<file path="src/rtl/serial_frame_rx_pkg.sv">
// Shared types and line-level constants for the framed serial receiver.
package serial_frame_rx_pkg;

   // Receiver FSM states (3-bit encoding shared with the transmit-side framer).
   typedef enum logic [2:0] {
      StIdle   = 3'd0,
      StData   = 3'd1,
      StParity = 3'd2,
      StStop   = 3'd3,
      StBreak  = 3'd4
   } rx_state_e;

   // Line levels of the framing bits; the line idles at StopBit.
   localparam logic StartBit = 1'b0;
   localparam logic StopBit  = 1'b1;

endpackage

</file>
<file path="src/rtl/serial_frame_rx_if.sv">
// Word output handshake of the serial receiver: valid/ready plus the word and its status flags.
interface serial_frame_rx_if #(
   parameter int unsigned DATA_W = 4
) ();

   logic [DATA_W-1:0] Dout;
   logic              DoutValid;
   logic              DoutReady;
   logic              ParityErr;
   logic              FrameErr;

   // Producer side (the receiver).
   modport master (
      output Dout,
      output DoutValid,
      output ParityErr,
      output FrameErr,
      input  DoutReady
   );

   // Consumer side.
   modport slave (
      input  Dout,
      input  DoutValid,
      input  ParityErr,
      input  FrameErr,
      output DoutReady
   );

endinterface

</file>
<file path="src/rtl/serial_frame_rx_shift.sv">
// Data shift register and bit counter for the serial receiver.
// The first bit shifted in ends up in the MSB after DATA_W shifts.
module serial_frame_rx_shift #(
   parameter int unsigned DATA_W = 4
) (
   input  logic              clk_i,
   input  logic              rst_ni,
   input  logic              shift_en_i,
   input  logic              clear_i,
   input  logic              bit_i,
   output logic [DATA_W-1:0] data_o,
   output logic              last_bit_o
);

   localparam int unsigned       CntW    = $clog2(DATA_W);
   localparam logic [CntW-1:0]   LastCnt = CntW'(DATA_W - 1);

   logic [DATA_W-1:0] data_q, data_d;
   logic [CntW-1:0]   cnt_q, cnt_d;

   assign data_o     = data_q;
   assign last_bit_o = (cnt_q == LastCnt);

   // Next-state: shift MSB-first; the counter saturates at the last bit instead of wrapping.
   always_comb begin
      data_d = data_q;
      cnt_d  = cnt_q;
      if (shift_en_i) begin
         data_d = {data_q[DATA_W-2:0], bit_i};
      end
      if (clear_i) begin
         cnt_d = '0;
      end else if (shift_en_i && !last_bit_o) begin
         cnt_d = cnt_q + 1'b1;
      end
   end

   // State registers.
   always_ff @(posedge clk_i or negedge rst_ni) begin
      if (!rst_ni) begin
         data_q <= '0;
         cnt_q  <= '0;
      end else begin
         data_q <= data_d;
         cnt_q  <= cnt_d;
      end
   end

endmodule

</file>
<file path="src/rtl/serial_frame_rx.sv">
// Framed serial receiver: start bit, DATA_W data bits MSB first, optional parity, stop bit.
// Completed words are offered on a valid/ready interface together with parity/framing flags.
module serial_frame_rx
   import serial_frame_rx_pkg::*;
#(
   parameter int unsigned DATA_W     = 4,
   parameter bit          PARITY_EN  = 1'b1,
   parameter bit          PARITY_ODD = 1'b0
) (
   input  logic                  Clk,
   input  logic                  Rst_n,
   input  logic                  SerialDin,
   serial_frame_rx_if.master     out_if,
   output logic                  Overrun,
   output logic                  Busy
);

   rx_state_e         state_q, state_d;

   logic              shift_en;
   logic              clear_cnt;
   logic              capture_par;
   logic              frame_done;
   logic              last_bit;
   logic [DATA_W-1:0] sr_data;
   logic              par_err;
   logic              xfer;

   logic              parity_q, parity_d;
   logic [DATA_W-1:0] dout_q, dout_d;
   logic              valid_q, valid_d;
   logic              perr_q, perr_d;
   logic              ferr_q, ferr_d;
   logic              overrun_q, overrun_d;

   serial_frame_rx_shift #(
      .DATA_W (DATA_W)
   ) u_shift (
      .clk_i      (Clk),
      .rst_ni     (Rst_n),
      .shift_en_i (shift_en),
      .clear_i    (clear_cnt),
      .bit_i      (SerialDin),
      .data_o     (sr_data),
      .last_bit_o (last_bit)
   );

   // FSM state register.
   always_ff @(posedge Clk or negedge Rst_n) begin
      if (!Rst_n) begin
         state_q <= StIdle;
      end else begin
         state_q <= state_d;
      end
   end

   // FSM next state; BREAK waits for a high line so a held-low line is never taken as a start.
   always_comb begin
      state_d = state_q;
      unique case (state_q)
         StIdle:   if (SerialDin == StartBit) state_d = StData;
         StData:   if (last_bit) state_d = PARITY_EN ? StParity : StStop;
         StParity: state_d = StStop;
         StStop:   state_d = (SerialDin == StopBit) ? StIdle : StBreak;
         StBreak:  if (SerialDin == StopBit) state_d = StIdle;
         default:  state_d = StIdle;
      endcase
   end

   // FSM outputs decoded from the current state.
   always_comb begin
      shift_en    = 1'b0;
      clear_cnt   = 1'b0;
      capture_par = 1'b0;
      frame_done  = 1'b0;
      Busy        = (state_q != StIdle);
      unique case (state_q)
         StIdle:   clear_cnt   = (SerialDin == StartBit);
         StData:   shift_en    = 1'b1;
         StParity: capture_par = 1'b1;
         StStop:   frame_done  = 1'b1;
         StBreak:  ;
         default:  ;
      endcase
   end

   // Even parity: data^parity must XOR to 0; odd parity: to 1.
   assign par_err = PARITY_EN && ((^{sr_data, parity_q}) != PARITY_ODD);
   assign xfer    = valid_q & out_if.DoutReady;

   // Output/handshake next state: load on completion unless a held word is still unaccepted.
   always_comb begin
      parity_d  = capture_par ? SerialDin : parity_q;
      dout_d    = dout_q;
      valid_d   = valid_q;
      perr_d    = perr_q;
      ferr_d    = ferr_q;
      overrun_d = 1'b0;
      if (frame_done) begin
         if (!valid_q || xfer) begin
            dout_d  = sr_data;
            valid_d = 1'b1;
            perr_d  = par_err;
            ferr_d  = (SerialDin != StopBit);
         end else begin
            overrun_d = 1'b1;
         end
      end else if (xfer) begin
         valid_d = 1'b0;
      end
   end

   // Output/handshake registers.
   always_ff @(posedge Clk or negedge Rst_n) begin
      if (!Rst_n) begin
         parity_q  <= 1'b0;
         dout_q    <= '0;
         valid_q   <= 1'b0;
         perr_q    <= 1'b0;
         ferr_q    <= 1'b0;
         overrun_q <= 1'b0;
      end else begin
         parity_q  <= parity_d;
         dout_q    <= dout_d;
         valid_q   <= valid_d;
         perr_q    <= perr_d;
         ferr_q    <= ferr_d;
         overrun_q <= overrun_d;
      end
   end

   assign out_if.Dout      = dout_q;
   assign out_if.DoutValid = valid_q;
   assign out_if.ParityErr = perr_q;
   assign out_if.FrameErr  = ferr_q;
   assign Overrun          = overrun_q;

endmodule
</file>
<file path="src/flat_wrapper.sv">
// flat-port wrapper written by rule: the top's interface ports become plain ports
module serial_frame_rx_flat import serial_frame_rx_pkg::*;
#(
   parameter int unsigned DATA_W     = 4,
   parameter bit          PARITY_EN  = 1'b1,
   parameter bit          PARITY_ODD = 1'b0
)
  (Clk, Rst_n, SerialDin, Overrun, Busy, out_if_Dout, out_if_DoutValid, out_if_ParityErr, out_if_FrameErr, out_if_DoutReady);
  serial_frame_rx_if #(.DATA_W(DATA_W)) out_if_i ();
  input  logic Clk;
  input  logic Rst_n;
  input  logic SerialDin;
  output logic Overrun;
  output logic Busy;
  output wire logic [$bits(out_if_i.Dout)-1:0] out_if_Dout;
  output wire logic [$bits(out_if_i.DoutValid)-1:0] out_if_DoutValid;
  output wire logic [$bits(out_if_i.ParityErr)-1:0] out_if_ParityErr;
  output wire logic [$bits(out_if_i.FrameErr)-1:0] out_if_FrameErr;
  input wire logic [$bits(out_if_i.DoutReady)-1:0] out_if_DoutReady;
  assign out_if_Dout = out_if_i.Dout;
  assign out_if_DoutValid = out_if_i.DoutValid;
  assign out_if_ParityErr = out_if_i.ParityErr;
  assign out_if_FrameErr = out_if_i.FrameErr;
  assign out_if_i.DoutReady = out_if_DoutReady;
  serial_frame_rx #(.DATA_W(DATA_W), .PARITY_EN(PARITY_EN), .PARITY_ODD(PARITY_ODD)) u_core (.Clk(Clk), .Rst_n(Rst_n), .SerialDin(SerialDin), .out_if(out_if_i), .Overrun(Overrun), .Busy(Busy));
endmodule
</file>
<file path="config.mk">
export PLATFORM = sky130hd
export DESIGN_NAME = serial_frame_rx_flat
export DESIGN_NICKNAME = d
export VERILOG_FILES = /design/src/rtl/serial_frame_rx_pkg.sv /design/src/rtl/serial_frame_rx_if.sv /design/src/rtl/serial_frame_rx_shift.sv /design/src/rtl/serial_frame_rx.sv /design/src/flat_wrapper.sv
export SDC_FILE = /design/constraint.sdc
export NUM_CORES = 1
export LEC_CHECK = 0
export BUFFER_PORTS_ARGS = -buffer_cell sky130_fd_sc_hd__clkbuf_2
export CELL_PAD_IN_SITES_DETAIL_PLACEMENT = 1
export CELL_PAD_IN_SITES_GLOBAL_PLACEMENT = 1
export CORE_ASPECT_RATIO = 1.4
export CORE_MARGIN = 5
export CORE_UTILIZATION = 39
export CTS_CLUSTER_SIZE = 28
export DETAILED_ROUTE_END_ITERATION = 16
export GPL_TIMING_DRIVEN = 0
export HOLD_SLACK_MARGIN = 0.12
export PLACE_DENSITY = 0.7
export SYNTH_ARGS = -nofsm -noshare
export SYNTH_HDL_FRONTEND = slang
export SYNTH_SLANG_ARGS = --single-unit
</file>
<file path="constraint.sdc">
create_clock -name Clk -period 1.56 [get_ports Clk]
set_clock_uncertainty 0.15 [all_clocks]
set_input_delay 0.39 -clock Clk [delete_from_list [all_inputs] [get_ports Clk]]
set_output_delay 0.39 -clock Clk [all_outputs]
set_load 0.1 [all_outputs]
</file>
==> metrics, run 1 <==
clock tree sinks 18; worst hold margin roughly 0.18 ns; number of synthesized flops with an enable pin 0; max_slew headroom a little over two thirds; total track usage between 10% and 20%; Starting Density 41.4%; WL final 1710 um; Remaining DRCs 0; ant diodes 0; Tmin final ~1.9 ns; GPL Wtd Cong roughly 0.73; 1st-pass router iterations 4; maxcap violations 0; Worst Setup End Kind primary output; distinct cell type count after synthesis 23; failing checks setup timing; num rows 19; number of cells on the worst hold path 2; cell with the most instances after synthesis dfrtp_1; First DRT Iteration DRCs 7; fillers 197; hold path start SerialDin; Sequential Area 458 um2; worst r2r src u_core.state_q[2]; Mapped Area roughly 820 um2; Max Clock Freq 0.534 GHz; share of layout cells above drive strength 1 between 40% and 50%; Multi-input gate area roughly 380 um2; Tcrit/Tclk final 120%; clock root cell clkbuf_4; Mapped Nets 67; first-pass GRT wire length 3020 um; I/O Buffers 12; die area 0.00312 mm2; Startpoint Class register; Hold EP u_core.state_q[2]; vias per inst 5.02; vias in the first global route 663; Area contributors post-synth dfrtp_1, mux2_4, mux2_1; initial antenna violation count 0; Mapped Cells between 60 and 70; post-synth top area cell dfrtp_1; WL per Instance approximately 16 um; largest net degree at the start of global routing 19; Yosys top cell area share 55.1%; capturing point of the worst reg2reg path u_core.out_if.Dout[2]; Critical Path RT 1.02 ns; Area Growth Syn to Fin 36.0%; FF-to-FF setup slack -0.10 ns; FFs w/ async S/R, synth 100%; setup TNS after final layout -0.817 ns; CTS tree done; status finished, violations left; RSZ-0062 raised after global routing yes; Slew @ Worst Pin roughly 0.45 ns; final design utilization a little under three fifths; hpwl dp slightly above 1000 um; Reg clk slew, reported paths 0.11 ns; GR Layer Usage met3 about 3.7%; # H-tree levels 1; Inserted Clock Buffers 3; clk buf depth 2; GR Layer Usage met2 22.1%; top cells by count, synth dfrtp_1, nor2_1, mux2_4; Final nets 91; synth warn 0; Max Fanout on Critical Path 2; num ports 13; via count of the routed design around 530; Cell Area, Placed a little over 900 um2; Worst Path Class, Setup register to primary output; most common flop cell mapped by yosys dfrtp_1; Min-Delay Path Class primary input to register; Die X between 40 and 50 um; Slew Viols, Final 0; core area ~0.0020 mm2; final instance area 0.00111 mm2; GRT Max-Usage Layer met2; syn_area_per_cell 13.2 um2; final hold viol count 0; met1 Use GR 12.8%; final setup vio count 8; final setup margin -0.314 ns; remaining antenna violation count 0; Overflow after GRT 0; Die Span Y 64.2 um; Worst-Skew Late Latency about 0.30 ns; R2R cell count 5; FF+latch count, synth 18; sequential share of the synthesized area a little under three fifths; critical path arrival ~1.3 ns
-- registers in the layout, indices dropped and copies added (netlist names) --
signal / count
u_core.out_if.Dout: 4
u_core.u_shift.data_o: 4
u_core.state_q: 3
u_core.u_shift.cnt_q: 2
u_core.Overrun: 1
u_core.out_if.DoutValid: 1
u_core.out_if.FrameErr: 1
u_core.out_if.ParityErr: 1
u_core.parity_q: 1
-- worst max-delay path, stage by stage, from the launching register on --
cell and delay, ns:
dfrtp_2 0.43, or3_4 0.40, clkbuf_16 0.21
-- routing by layer --
| metal | wire, um | vias up | share of wire, % |
|---|---|---|---|
| li1 | - | 255 | - |
| met1 | 684 | 259 | 40 |
| met2 | 898 | 13 | 53 |
| met3 | 77 | 5 | 4.5 |
| met4 | 47 | 0 | 2.8 |
| met5 | 0 | - | 0 |
-- per-stage QoR --
stage	setup slack, ns	cells
finish	-0.314	106
global route	-0.365	106
CTS	-0.311	105
detailed placement	-0.234	95
global placement	-0.229	95
floorplan	0.00244	62
-- placed cells by master, fill, tap and decap left out, types with 2 or more instances in the layout --
cell,n
dfrtp_1,14
buf_4,10
nor2_1,6
mux2_4,5
buf_6,4
mux2_1,4
clkbuf_4,4
nand2_1,3
a21oi_1,3
inv_1,3
clkbuf_2,3
dfrtp_2,3
xnor2_1,2
nand3_1,2
mux2i_1,2
clkbuf_16,2
-- worst max path at each step --
stage	start	to	slack, ns
6_report	u_core.state_q[1]	Busy	-0.31
5_1_grt	u_core.state_q[1]	Busy	-0.36
2_1_floorplan	u_core.out_if.DoutValid	u_core.out_if.Dout[0]	0.002
4_1_cts	u_core.state_q[1]	Busy	-0.31
3_5_place_dp	u_core.state_q[1]	Busy	-0.23
3_3_place_gp	u_core.state_q[0]	Busy	-0.23
-- timing repair --
action                     4_1_cts  5_1_grt
setup endpoints to repair       14       20
hold endpoints to repair        18        0
buffers inserted                 6        3
resized for setup               17       12
pin swaps                        0        1
hold buffers                     1        0
-- logic make-up (layout without fill, tap and decap cells) --
kind of cell	after synthesis	after routing	synth area share [%]
buffers and inverters	5	28	3.37
flip-flops	18	18	55.1
adder cells (fa/ha/maj)	1	1	1.53
AO/OA/AOI/OAI	4	4	2.76
multiplexers	12	12	18.5
AND/OR/NAND/NOR	18	18	12.7
XOR/XNOR	4	4	5.97
-- layout make-up --
cell class / count / share of cell area (%)
buffer: 1 / 1.01
timing repair buffer: 20 / 17.2
inverter: 3 / 1.01
multi-input combinational: 39 / 33.9
sequential: 18 / 41.2
tap: 21 / 2.36
clock buffer: 4 / 3.27
Power of run 1 is left out: the tool's default activity adds up to more than one toggle a clock period on the data nets, which glitch-free logic cannot reach.
==> run 2: changes to the inputs <==
--- a/config.mk
+++ b/config.mk
@@ -5,17 +5,18 @@
 export SDC_FILE = /design/constraint.sdc
 export NUM_CORES = 1
 export LEC_CHECK = 0
+export ABC_AREA = 1
 export BUFFER_PORTS_ARGS = -buffer_cell sky130_fd_sc_hd__clkbuf_2
 export CELL_PAD_IN_SITES_DETAIL_PLACEMENT = 1
 export CELL_PAD_IN_SITES_GLOBAL_PLACEMENT = 1
 export CORE_ASPECT_RATIO = 1.4
 export CORE_MARGIN = 5
-export CORE_UTILIZATION = 39
+export CORE_UTILIZATION = 36
 export CTS_CLUSTER_SIZE = 28
 export DETAILED_ROUTE_END_ITERATION = 16
 export GPL_TIMING_DRIVEN = 0
 export HOLD_SLACK_MARGIN = 0.12
-export PLACE_DENSITY = 0.7
+export PLACE_DENSITY = 0.69
 export SYNTH_ARGS = -nofsm -noshare
 export SYNTH_HDL_FRONTEND = slang
 export SYNTH_SLANG_ARGS = --single-unit
==> run 2 against run 1 <==
The flow still finishes with violations (setup timing); cell area down 0.34%; register-to-register slack improved by 0.20 ns; global-route usage shrank 0.11 points; core utilization decreased by 5.4 points; synthesized area up 1.1%; die area increased by 7.8%; wire length is 16% higher; non-clock buffer count is 1 higher; final cell count grew 31%; critical path type unchanged; critical endpoint unchanged; largest cell class unchanged.
==> metrics, run 2 <==
post-synth top area cell dfrtp_1; top cells by count, synth nand2_1, dfrtp_1, inv_1; Yosys top cell area share 54.5% (-0.58 points); Tcrit/Tclk final 108% (-12 points); RSZ-0062 raised after global routing yes; Sequential Area 454 um2 (-0.82%); final hold viol count 0 (unchanged); Mapped Nets 97 (+45%); most common flop cell mapped by yosys dfrtp_1; GR Layer Usage met3 2.46% (-1.3 points); Slowest-stage cell, CP dfrtp_2; FFs w/ async S/R, synth 100% (unchanged); hpwl dp 1300 um (+28%); status finished, violations left; distinct cell type count after synthesis 18 (-22%); Remaining DRCs 0 (unchanged); core area 0.00218 mm2 (+10%); GR Layer Usage met2 23.0% (+0.92 points); Max Fanout on Critical Path 3 (+1); Worst Path Class, Setup register to primary output; CTS tree done; Min-Delay Path Class primary input to register; Mapped Area 826 um2 (+1.1%); num rows 20 (+1); WL final 1980 um (+16%); Multi-input gate area 338 um2 (-10%); sequential share of the synthesized area 54.5% (-0.58 points); highest-count cells in the layout ignoring fill and taps nand2_1, buf_4, dfrtp_1; num ports 13 (unchanged); GRT Max-Usage Layer met2; total track usage 12.5% (-0.11 points); Overflow after GRT 0 (unchanged); Critical Path RT 1.02 ns (about the same); crit-path max cell delay 0.44 ns (about the same); synth warn 0 (unchanged); cell with the most instances after synthesis nand2_1; met1 Use GR 12.8% (about the same); Worst Setup End Kind primary output; ant diodes 0 (unchanged); via count of the routed design 709 (+33%); vias in the first global route 752 (+13%); Reg clk slew, reported paths 0.11 ns (about the same); remaining antenna violation count 0 (unchanged); number of synthesized flops with an enable pin 0 (unchanged); Die X 50.5 um (+3.7%); Area Growth Syn to Fin 34.1%; 1st-pass router iterations 2 (-2); I/O Buffers 12 (unchanged); fillers 259 (+31%); Inserted Clock Buffers 3 (unchanged); final instance area 0.00111 mm2 (-0.34%); max_slew headroom 69.4% (-0.66 points); clock root cell clkbuf_4; Die Span Y 66.7 um (+3.9%); Bufs and invs on worst path 1 (unchanged); share of layout cells above drive strength 1 34.2% (-13 points); Tmin final 1.69 ns (-0.188 ns); clk buf depth 2 (unchanged); Slew Viols, Final 0 (unchanged); failing checks setup timing; first-pass GRT wire length 3170 um (+5.3%); initial antenna violation count 0 (unchanged); vias per inst 5.10 (+1.6%); die area 0.00337 mm2 (+7.8%); Final nets 123 (+35%); largest net degree at the start of global routing 19 (unchanged); # H-tree levels 1 (unchanged); CP Cell Sequence nor2_4 -> nand2_4 -> clkbuf_16; Cell Area, Placed 922 um2 (-0.54%); Starting Density 37.9% (-3.5 points); Slew @ Worst Pin 0.460 ns (+0.00994 ns); commonest non-fill, non-tap cell in the layout nand2_1; final setup margin -0.126 ns (+0.188 ns); Mapped Cells 92 (+48%); critical path arrival 1.15 ns (-0.18 ns); FF+latch count, synth 18 (unchanged); maxcap violations 0 (unchanged); Top delay family on crit path flip-flops; First DRT Iteration DRCs 25 (+18); Max Clock Freq 0.593 GHz (+11%); clock tree sinks 18 (unchanged); Area contributors post-synth dfrtp_1, nand2_1, inv_1; final setup vio count 1 (-7); Worst-Skew Late Latency 0.29 ns (about the same); syn_area_per_cell 8.98 um2 (-32%); GPL Wtd Cong 0.773 (+6.4%); Startpoint Class register; WL per Instance 14.2 um (-12%)
-- run 2: cell type report --
cell class	instances	share of cell area (%)
Buffer	1	1.36
Sequential cell	18	41.0
Multi-Input combinational cell	58	30.5
Clock buffer	4	2.37
Timing Repair Buffer	21	16.9
Tap cell	22	2.49
Inverter	15	5.31
-- run 2: cell families after synthesis --
logic type / share of synthesized area (%)
fa+ha+maj: 1.51
simple gates: 20.3
buf+inv: 8.18
xor+xnor: 2.12
mux: 1.21
flops: 54.5
compound gates: 12.1
-- run 2: metal layers --
layer / routed length (um) / vias up
met1: 725 / 358
met5: 0 / -
li1: - / 341
met2: 1160 / 8
met4: 18 / 0
met3: 72 / 2
-- run 2: stage by stage --
step	util [%]	hold slack [ns]	TNS, ns	cells	setup slack (ns)
after CTS	47.3	0.172	-0.105	134	-0.105
final	50.9	0.169	-0.126	139	-0.126
after detailed placement	42.4	0.215	-0.0786	126	-0.0786
after floorplan	-	-0.0556	0	92	0.0750
after global placement	42.4	0.212	-0.0592	126	-0.0592
after global routing	50.9	0.156	-0.186	139	-0.178
-- run 2: path summary, 6_finish.rpt --
check	slack (ns)	from	endpoint	cells after the start
worst max-delay path	-0.13	u_core.state_q[0]	Busy	3
worst min-delay path	0.17	SerialDin	u_core.out_if.FrameErr	2
worst max register to register	0.10	u_core.state_q[2]	u_core.u_shift.cnt_q[0]	5
worst min register to register	0.34	u_core.out_if.Dout[1]	u_core.out_if.Dout[1]	2
max in group asynchronous	0.51	Rst_n	u_core.state_q[0]	2
min in group asynchronous	0.41	Rst_n	u_core.out_if.Dout[2]	2
-- run 2: what timing repair did --
action,CTS,global route
gates resized for setup,15,14
buffers inserted,3,5
hold endpoints to repair,18,0
hold buffers,1,0
pin swaps,1,2
endpoints found under the setup margin,9,15
cloned,0,1
Power of run 2 is left out for the same reason.
==> run 3: changes to the inputs <==
--- a/config.mk
+++ b/config.mk
@@ -9,7 +9,7 @@
 export BUFFER_PORTS_ARGS = -buffer_cell sky130_fd_sc_hd__clkbuf_2
 export CELL_PAD_IN_SITES_DETAIL_PLACEMENT = 1
 export CELL_PAD_IN_SITES_GLOBAL_PLACEMENT = 1
-export CORE_ASPECT_RATIO = 1.4
+export CORE_ASPECT_RATIO = 0.75
 export CORE_MARGIN = 5
 export CORE_UTILIZATION = 36
 export CTS_CLUSTER_SIZE = 28
==> run 3 against run 2 <==
Critical endpoint unchanged; the run still ends with setup timing left; critical path type unchanged; wire length down 6.1%; largest cell class unchanged; sequential share of layout area up 2.0 points; first-iteration DRC count down 68%; maximum frequency up 1.6%; non-clock buffer count down 5.
==> metrics, run 3 (synthesis gave the netlist of run 2 again) <==
Overflow after GRT 0 (unchanged); GR Layer Usage met2 21.0% (-2.0 points); Worst Path Class, Setup register to primary output; first-pass GRT wire length 3330 um (+4.8%); num ports 13 (unchanged); final setup vio count 1 (unchanged); GRT Max-Usage Layer met2; clk buf depth 2 (unchanged); Reg clk slew, reported paths 0.10 ns (about the same); Max Clock Freq 0.602 GHz (+1.6%); met1 Use GR 17.7% (+4.9 points); CP Cell Sequence nor2_4 -> nand2_4 -> clkbuf_16; FF-to-FF setup slack 0.10 ns (about the same); clock root cell clkbuf_4; Final nets 118 (-4.1%); Finished Layout Cells 137 (-1.4%); Slowest-stage cell, CP dfrtp_1; RSZ-0062 raised after global routing yes; status finished, violations left; Sequential Area 453 um2 (-0.28%); total track usage 13.1% (+0.64 points); maxcap violations 0 (unchanged); Slew @ Worst Pin 0.456 ns (-0.00404 ns); failing checks setup timing; crit-path max cell delay 0.42 ns (-0.02 ns); R2R cell count 8 (+3); remaining antenna violation count 0 (unchanged); Worst Setup End Kind primary output; Starting Density 36.7% (-1.3 points); crit path launch u_core.state_q[2]; Tmin final 1.66 ns (-0.0266 ns); final setup margin -0.0998 ns (+0.0266 ns); worst r2r src u_core.state_q[2]; I/O Buffers 12 (unchanged); Post-Place Cells 129 (+2.4%); critical path arrival 1.12 ns (-0.03 ns); Tcrit/Tclk final 106% (-1.7 points); ant diodes 0 (unchanged); GPL Wtd Cong 0.671 (-13%); vias per inst 4.88 (-4.3%); Area Growth Syn to Fin 27.4%; number of cells on the worst hold path 2 (unchanged); Worst-Skew Late Latency 0.29 ns (about the same); CTS tree done; capturing point of the worst reg2reg path u_core.out_if.Dout[1]; final hold viol count 0 (unchanged); core area 0.00225 mm2 (+3.4%); fillers 270 (+4.2%); WL per Instance 13.6 um (-4.7%); largest net degree at the start of global routing 19 (unchanged); highest-count cells in the layout ignoring fill and taps nand2_1, dfrtp_1, inv_1; share of layout cells above drive strength 1 30.4% (-3.8 points); Max Fanout on Critical Path 3 (unchanged); via count of the routed design 669 (-5.6%); Min-Delay Path Class primary input to register; First DRT Iteration DRCs 8 (-68%); Die X 65.3 um (+29%); initial antenna violation count 0 (unchanged); vias in the first global route 726 (-3.5%); GR Layer Usage met3 4.18% (+1.7 points); # H-tree levels 1 (unchanged); Remaining DRCs 0 (unchanged); num rows 15 (-25%); Slew Viols, Final 0 (unchanged); hpwl dp 1410 um (+8.3%); 1st-pass router iterations 3 (+1); hold path start SerialDin; Die Span Y 51.5 um (-23%); Inserted Clock Buffers 3 (unchanged); WL final 1860 um (-6.1%); commonest non-fill, non-tap cell in the layout nand2_1; Hold EP u_core.out_if.FrameErr; max_slew headroom 69.6% (+0.27 points); Critical Path RT 1.02 ns (about the same); die area 0.00336 mm2 (-0.12%); clock tree sinks 18 (unchanged); Multi-input gate area 328 um2 (-3.0%); Startpoint Class register
## run 3: repair_timing
action	CTS	global route
hold buffers	1	0
gates resized for setup	15	10
buffers inserted	3	0
pin swaps	1	0
endpoints found under the hold margin	18	0
setup endpoints to repair	9	10
## run 3: routing by layer
layer | share of wire [%] | wire, um
met5 | 0 | 0
met4 | 0 | 0
met3 | 4.0 | 75
met2 | 45 | 835
met1 | 51 | 946
## run 3: layout make-up
class,instances,area share [%]
sequential,18,43.0
multi-input combinational,58,31.2
timing repair buffer,16,13.0
inverter,15,5.35
clock buffer,4,3.45
tap,25,2.97
buffer,1,1.07
## run 3: worst max-delay path by stage
stage                            endpoint  slack, ns  cells after the start
floorplan           u_core.out_if.Dout[2]       0.08                      7
global placement                     Busy      -0.07                      3
detailed placement                   Busy      -0.08                      3
CTS                                  Busy      -0.11                      3
global route                         Busy      -0.17                      3
finish                               Busy       -0.1                      3
## run 3: critical path, delay by kind of cell (launching register included)
family	cells	cell delay, ns
buffers and inverters	1	0.20
flip-flops	1	0.42
AND/OR/NAND/NOR	2	0.21
## run 3: through the flow
| stage | hold WS [ns] | instance area [um2] | util [%] | setup WS [ns] | TNS (ns) |
|---|---|---|---|---|---|
| after CTS | 0.164 | 1040 | 46.3 | -0.113 | -0.113 |
| after detailed placement | 0.214 | 926 | 41.1 | -0.0815 | -0.0815 |
| after global placement | 0.217 | 926 | 41.1 | -0.0673 | -0.0673 |
| final | 0.169 | 1050 | 46.7 | -0.0998 | -0.0998 |
| after floorplan | -0.0556 | 835 | - | 0.0750 | 0 |
| after global routing | 0.147 | 1050 | 46.7 | -0.171 | -0.171 |
Power of run 3 is left out for the same reason.
